**src/rtl/seq_pattern_driver.sv**
```systemverilog
// Serial pattern driver for the two-bit sequence machine: shifts words out MSB-first on x_out,
// runs a cycle-exact model of the machine and counts response mismatches.
module seq_pattern_driver #(
  parameter int WIDTH = 8,
  parameter int CNT_W = 8
) (
  input  logic             clk,
  input  logic             rst_n,
  input  logic             in_valid,
  output logic             in_ready,
  input  logic [WIDTH-1:0] in_data,
  output logic             x_out,
  input  logic             z1_in,
  input  logic             z2_in,
  input  logic             err_clr,
  output logic             busy,
  output logic             done,
  output logic             err,
  output logic [CNT_W-1:0] err_count,
  output logic [1:0]       model_y
);

  localparam int CW = (WIDTH > 1) ? $clog2(WIDTH) : 1;

  typedef enum logic {IDLE, SHIFT} state_t;

  state_t           state_reg, state_next;
  logic [WIDTH-1:0] shift_reg, shift_next;
  logic [CW-1:0]    cnt_reg, cnt_next;
  logic             x_out_reg, x_out_next;
  logic             done_reg, done_next;
  logic             err_reg, err_next;
  logic [CNT_W-1:0] err_count_reg, err_count_next;
  logic [1:0]       model_y_reg, model_y_next;
  logic             mismatch;

  always_ff @(posedge clk or negedge rst_n) begin
    if (!rst_n) begin
      state_reg     <= IDLE;
      shift_reg     <= '0;
      cnt_reg       <= '0;
      x_out_reg     <= 1'b0;
      done_reg      <= 1'b0;
      err_reg       <= 1'b0;
      err_count_reg <= '0;
      model_y_reg   <= 2'b00;
    end else begin
      state_reg     <= state_next;
      shift_reg     <= shift_next;
      cnt_reg       <= cnt_next;
      x_out_reg     <= x_out_next;
      done_reg      <= done_next;
      err_reg       <= err_next;
      err_count_reg <= err_count_next;
      model_y_reg   <= model_y_next;
    end
  end

  always_comb begin
    state_next = state_reg;
    shift_next = shift_reg;
    cnt_next   = cnt_reg;
    x_out_next = x_out_reg;
    done_next  = 1'b0;
    in_ready   = 1'b0;
    busy       = 1'b0;
    case (state_reg)
      IDLE: begin
        in_ready   = 1'b1;
        x_out_next = 1'b0;
        if (in_valid) begin
          shift_next = in_data;
          x_out_next = in_data[WIDTH-1];
          cnt_next   = '0;
          state_next = SHIFT;
        end
      end
      SHIFT: begin
        busy       = 1'b1;
        // x_out_reg already holds the MSB, so the next bit out is one below it.
        shift_next = shift_reg << 1;
        x_out_next = shift_reg[WIDTH-2];
        cnt_next   = cnt_reg + 1'b1;
        if (cnt_reg == CW'(WIDTH-1)) begin
          state_next = IDLE;
          x_out_next = 1'b0;
          done_next  = 1'b1;
        end
      end
      default: state_next = IDLE;
    endcase
  end

  // The machine is clocked continuously, so the model also advances on idle cycles.
  always_comb begin
    model_y_next[1] = (x_out_reg & ~model_y_reg[1]) |
                      ((x_out_reg ^ model_y_reg[0]) & model_y_reg[1]);
    model_y_next[0] = ~model_y_reg[1] & (~x_out_reg | ~model_y_reg[0]);
  end

  always_comb begin
    mismatch = (state_reg == SHIFT) &&
               ((z1_in != (model_y_reg[1] & model_y_reg[0])) || (z2_in != ~x_out_reg));
    err_count_next = err_count_reg;
    err_next       = err_reg;
    if (err_clr) begin
      err_count_next = '0;
      err_next       = 1'b0;
    end else if (mismatch) begin
      err_next = 1'b1;
      if (err_count_reg != '1)
        err_count_next = err_count_reg + 1'b1;
    end
  end

  assign x_out     = x_out_reg;
  assign done      = done_reg;
  assign err       = err_reg;
  assign err_count = err_count_reg;
  assign model_y   = model_y_reg;

endmodule

```
**config.mk**
```make
export PLATFORM = sky130hd
export DESIGN_NAME = seq_pattern_driver
export DESIGN_NICKNAME = d
export VERILOG_FILES = /design/src/rtl/seq_pattern_driver.sv
export SDC_FILE = /design/constraint.sdc
export NUM_CORES = 1
export LEC_CHECK = 0
export ABC_CLOCK_PERIOD_IN_PS = 1400
export CAP_MARGIN = 20
export CORE_UTILIZATION = 43
export DETAILED_ROUTE_END_ITERATION = 6
export GPL_TIMING_DRIVEN = 0
export PLACE_DENSITY = 0.74
export SLEW_MARGIN = 40
export SYNTH_ARGS = -nofsm -noshare
export SYNTH_HDL_FRONTEND = slang
export SYNTH_SLANG_ARGS = --single-unit
export TNS_END_PERCENT = 20
```
**constraint.sdc**
```tcl
create_clock -name clk -period 1.4 [get_ports clk]
set_input_delay 0.21 -clock clk [delete_from_list [all_inputs] [get_ports clk]]
set_output_delay 0.21 -clock clk [all_outputs]
set_load 0.01 [all_outputs]
```
Yosys cells after proc, flatten, opt, wreduce, memory -nomap -nowiden
Cells that the tools add are included.
{"block": "word_totals", "romBits": 0, "output_inout_bits": 15, "mem_bits_rw": 0, "elab_cells": 50, "input_bits": 14, "latch_bits": 0, "memories": 0, "regBits": 24}
{"block": "classes", "shifts": 0, "order_cmp": 0, "n_mul": 0, "n_reduce_logical": 5, "add_sub_neg": 2, "muxes": 19, "bitwise": 11, "div_mod_pow": 0, "n_eq_ne": 5}
{"operator": "two-way mux 8 bit", "n": 3}
{"operator": "one-hot mux 7 bit (2 select lines)", "n": 1}
{"operator": "two-way mux 1 bit", "n": 10}
{"operator": "adder 8 x 1 -> 8 bit (second input constant)", "n": 1}
{"operator": "inequality test 8 bit (second input constant)", "n": 1}
{"operator": "two-way mux 7 bit", "n": 1}
{"operator": "one-hot mux 3 bit (2 select lines)", "n": 1}
{"operator": "AND 1 bit", "n": 4}
{"operator": "NOT 1 bit", "n": 4}
{"operator": "one-hot mux 1 bit (2 select lines)", "n": 2}
{"operator": "nonzero test 2 bit", "n": 2}
{"operator": "adder 3 x 1 -> 3 bit (second input constant)", "n": 1}
{"operator": "== test 3 bit (second input constant)", "n": 1}
{"operator": "two-way mux 3 bit", "n": 1}
{"operator": "inequality test 1 bit", "n": 2}
{"operator": "inequality test 2 bit (second input constant)", "n": 1}
{"operator": "OR 1 bit", "n": 2}
{"operator": "AND reduction 2 bit", "n": 1}
{"operator": "logical AND 1 bit", "n": 1}
{"operator": "logical OR 1 bit", "n": 1}
{"operator": "XOR 1 bit", "n": 1}

Logic depth before layout (Yosys ltp)
{"block": "logic_depth", "ltp_word": 6, "ltp_mapped": 5, "mapped_depth_nobuf": 5}

Worst setup path before layout
Ideal clock, no wire load.
{"block": "synth_path", "path_type": "reg-to-reg", "from": "register err_count_reg[0], in the netlist err_count[0]", "to": "register err_count_reg[1], in the netlist err_count[1]", "setup_slack_ns": -0.172, "setup_time_ns": 0.078, "arrival_time_ns": 1.495, "period_less_slack_ns": 1.572, "path_buffers": 0, "stages_incl_launch_ff": 6, "path_cell_list": "dfrtp_1 -> ha_1 -> nand3_1 -> nor2_1 -> or3b_2 -> a21oi_1"}
{"block": "synth_between", "elab_chain_len": 4, "elab_cells_between_ends": 7}
{"item": "start: declaration", "line": "33", "text": "logic [CNT_W-1:0] err_count_reg, err_count_next;"}
{"item": "start signal: assignment", "line": "54", "text": "err_count_reg <= err_count_next;"}
{"item": "adder 8 x 1 -> 8 bit", "line": "112", "text": "err_count_next = err_count_reg + 1'b1;"}
{"item": "two-way mux 8 bit", "line": "111", "text": "if (err_count_reg != '1)"}
{"item": "two-way mux 8 bit", "line": "109", "text": "end else if (mismatch) begin"}
{"item": "two-way mux 8 bit", "line": "106", "text": "if (err_clr) begin"}
Several ways; a longest one is shown, not always the timed one. The select of a mux whose other input is x is not followed.
A chain may end at the register's enable or synchronous reset.

Worst setup path in the final report
{"block": "layout_path", "from": "register model_y_reg[1], in the netlist model_y[1]", "to": "register err_count_reg[6], in the netlist err_count[6]"}
{"block": "layout_between", "elab_chain_len": 6}
{"item": "start: declaration", "line": "34", "text": "logic [1:0] model_y_reg, model_y_next;"}
{"item": "start signal: assignment", "line": "55", "text": "model_y_reg <= model_y_next;"}
{"item": "AND 1 bit", "line": "103", "text": "((z1_in != (model_y_reg[1] & model_y_reg[0])) || (z2_in != ~x_out_reg));"}
{"item": "inequality test 1 bit", "line": "103"}
{"item": "logical OR 1 bit", "line": "103"}
{"item": "logical AND 1 bit", "line": "102", "text": "mismatch = (state_reg == SHIFT) &&"}
{"item": "nonzero test 2 bit (no line)"}
{"item": "AND reduction 2 bit (no line)"}
Every way passes these cells.

==> impl_results.md <==
- Synth warn: 0
- Starting density of the core: a little under half
- Compound-Gate Fraction of Synth Area: 18.6%
- Max VDD drop: about 1 mV
- IO Port Bufs: 26
- Reg2reg setup slack: -120 ps
- R2r worst-path depth: 5
- Area of the die: 2880 µm²
- Max Slew Vio Count: 0
- Latest clock arrival within the worst-skew pair: slightly above 300 ps
- Worst setup margin: -120 ps
- Hold Path Depth: 3
- Row count: 18
- Met3 Wirelength: 87 µm
- Status: finished with violations
- Tcrit/Tclk final: 109%
- Mux contribution to synthesized area: 7.10%
- Clock sink count: 24
- Hold EP: x_out$_DFF_PN0_
- Final ANT Viol Nets: 0
- FMAX: 658 MHz
- Placement Setup Slack: -415 ps
- Tmin final: 1520 ps
- Critical Path AT: 1730 ps
- TritonCTS buffer count: 3
- DR vias/cell: 5.49
- Ant diodes: 0
- Final WL: 2470 µm
- Adder-cell area share of the yosys netlist: approximately 4.4%
- Type of the most critical hold path: primary input to register
- Max reg flops: 8
- Register area share after synthesis: 52.4%
- Number of global-route vias before repair: about 900
- Post-Syn Area per Cell: 10.6 µm²
- Total global-route track usage: 19.8%
- IO Pins: 29
- CP endpoint kind: register
- DRC: 0
- CP max FO: 7
- CTS tree: yes
- Unrepaired setup endpoints after global routing: true
- Static leakage: 0.749 nW
- Commonest non-fill, non-tap cells in the layout: 20 x dfrtp_1, 13 x dlygate4sd2_1, 11 x o21ai_0
- GPL Wtd Cong: 0.823
- WP data required: 1610 ps
- Synth Area in Simple Gates: 13.1%
- Syn Nets: between 100 and 150
- Fin Clk Skew: around 2.2 ps
- Die H: 53.6 µm
- Slew HR: between 60% and 70%
- Largest family of logic cells by synthesized area: compound AO/OA/AOI/OAI gates
- Core box area: 2500 µm²
- First-pass GRT wire length: about 4100 µm
- Synthesis-to-layout area growth: 39.8%
- Most common cell after layout, fill and taps aside: dfrtp_1
- Xor/xnor share of the synthesized area: 0.764%
- Hold_sp: in_valid
- Met1 Wirelength: between 1000 and 1500 µm
- Initial antenna violation count: 0
- Yosys reg bits: 24
- CTS max path bufs: 2
- Min Hold Slack: 272 ps
- PwrDens: 1650 nW/µm²
- Unique masters post-synth: 30
- Drt pass-1 iters: 4
- Failing checks: negative setup slack
- Synth Instances: 108
- Max Used Layer: met4
- Utilization after layout: between 60 and 70%
- Non-Filler Cell Area, Final: 1600 µm²
- Wire per inst: approximately 14 µm
- Worst-Margin Slew: 534 ps
- Pin count of the biggest net entering global routing: 25
- Worst Setup Start Kind: register
- Via count: 967
- Fin. Hold Viols: 0
- CTS clk-pin slew, worst paths: 120 ps
- Die width: 53.6 µm
- Setup-failing EPs final: 9
- Power, Total: 0.00265 W
- DP HPWL: 1780 µm
- Met2 WL: 1330 µm
- Synthesized area: around 1100 µm²
- Crit path kind: register to register
- Max Cap Viol: 0
- H-Tree Depth: 1
- GRT overflow: 0
- Initial drt markers: 18
- FF-to-FF Start: model_y[1]$_DFF_PN0_
- Fin nets: 165
- Capturing point of the worst reg2reg path: err_count[6]$_DFFE_PN0P_
- Share of cells above drive strength 1: 24.0%
- Root Driver: clkbuf_4
- Cell Area, Placed: 1480 µm²
## metal layers
layer | vias up | GRT usage, %
li1 | 472 | -
met1 | 471 | 22.9
met2 | 22 | 37.3
met3 | 2 | 3.39
met4 | 0 | 5.26
met5 | - | 0
## power breakdown
group          internal (W)  switching [W]  leakage [nW]
registers          0.000914       0.000157         0.308
logic              0.000647       0.000576         0.420
clock network      0.000159       0.000199        0.0210
## per-stage QoR
stage          setup TNS [ps]  std cells
2_1_floorplan            -207        108
3_3_place_gp            -6330        164
3_5_place_dp            -3490        164
4_1_cts                  -522        174
5_1_grt                 -1370        176
6_report                 -750        176
## synth_stat cells
| cell type | count | area share (%) |
|---|---|---|
| nor2_1 | 5 | 1.6 |
| buf_2 | 1 | 0.44 |
| a21oi_1 | 6 | 2.6 |
| dfrtp_1 | 24 | 52 |
| mux2_2 | 1 | 0.98 |
| and2_1 | 1 | 0.55 |
| inv_1 | 5 | 1.6 |
| and4_1 | 1 | 0.76 |
| a22o_1 | 2 | 1.5 |
| and3b_2 | 1 | 0.87 |
| xnor2_1 | 1 | 0.76 |
| nand3_1 | 3 | 1.3 |
| or2_2 | 1 | 0.55 |
| or3_1 | 3 | 1.6 |
| buf_4 | 1 | 0.66 |
| ha_1 | 4 | 4.4 |
| o31ai_1 | 1 | 0.66 |
| clkbuf_1 | 3 | 0.98 |
| o22ai_1 | 1 | 0.55 |
| o311ai_0 | 3 | 2.3 |
| nand2_1 | 10 | 3.3 |
| mux2i_1 | 7 | 6.1 |
| and3_1 | 1 | 0.55 |
| o41ai_1 | 3 | 2.3 |
| or3b_2 | 1 | 0.76 |
| o31ai_4 | 1 | 1.9 |
| or4_1 | 1 | 0.66 |
| a21boi_1 | 1 | 0.66 |
| o21ai_0 | 14 | 6.1 |
| nand4_1 | 1 | 0.55 |
## how the worst max path moves through the flow
stage	slack (ps)	to	depth (start not counted)	start
floorplan	-40	err_count[4]$_DFFE_PN0P_	4	err_count[0]$_DFFE_PN0P_
global placement	-380	err_count[6]$_DFFE_PN0P_	6	z1_in
detailed placement	-420	err_count[6]$_DFFE_PN0P_	6	z1_in
CTS	-100	err_count[4]$_DFFE_PN0P_	5	model_y[1]$_DFF_PN0_
global route	-180	err_count[4]$_DFFE_PN0P_	4	err_count[0]$_DFFE_PN0P_
finish	-120	err_count[6]$_DFFE_PN0P_	5	model_y[1]$_DFF_PN0_
## worst max-delay path, cell delays in order (launching register included)
cell	delay (ps)
dfrtp_2	450
and3b_2	220
o31ai_4	380
buf_6	180
o311ai_2	120
o41ai_2	70
## area by class of cell
cell class | instances | area, µm²
sequential | 24 | 606
timing repair buffer | 34 | 300
clock buffer | 4 | 36.3
buffer | 5 | 37.5
tap | 30 | 37.5
multi-input combinational | 74 | 567
fill | 227 | 897
inverter | 5 | 18.8
## cells by family after synthesis
| logic type | after synthesis |
|---|---|
| compound gates | 32 |
| xor+xnor | 1 |
| fa+ha+maj | 4 |
| buf+inv | 10 |
| flops | 24 |
| mux | 8 |
| simple gates | 29 |
## timing repair
item / 4_1_cts / 5_1_grt
hold endpoints to repair: 24 / 0
hold buffers: 1 / 0
pin swaps: 9 / 4
resized for setup: 29 / 5
buffers inserted: 4 / 2
setup endpoints to repair: 24 / 10
gates cloned: 1 / 0
Note: power is estimated with default switching activity, not from simulation.
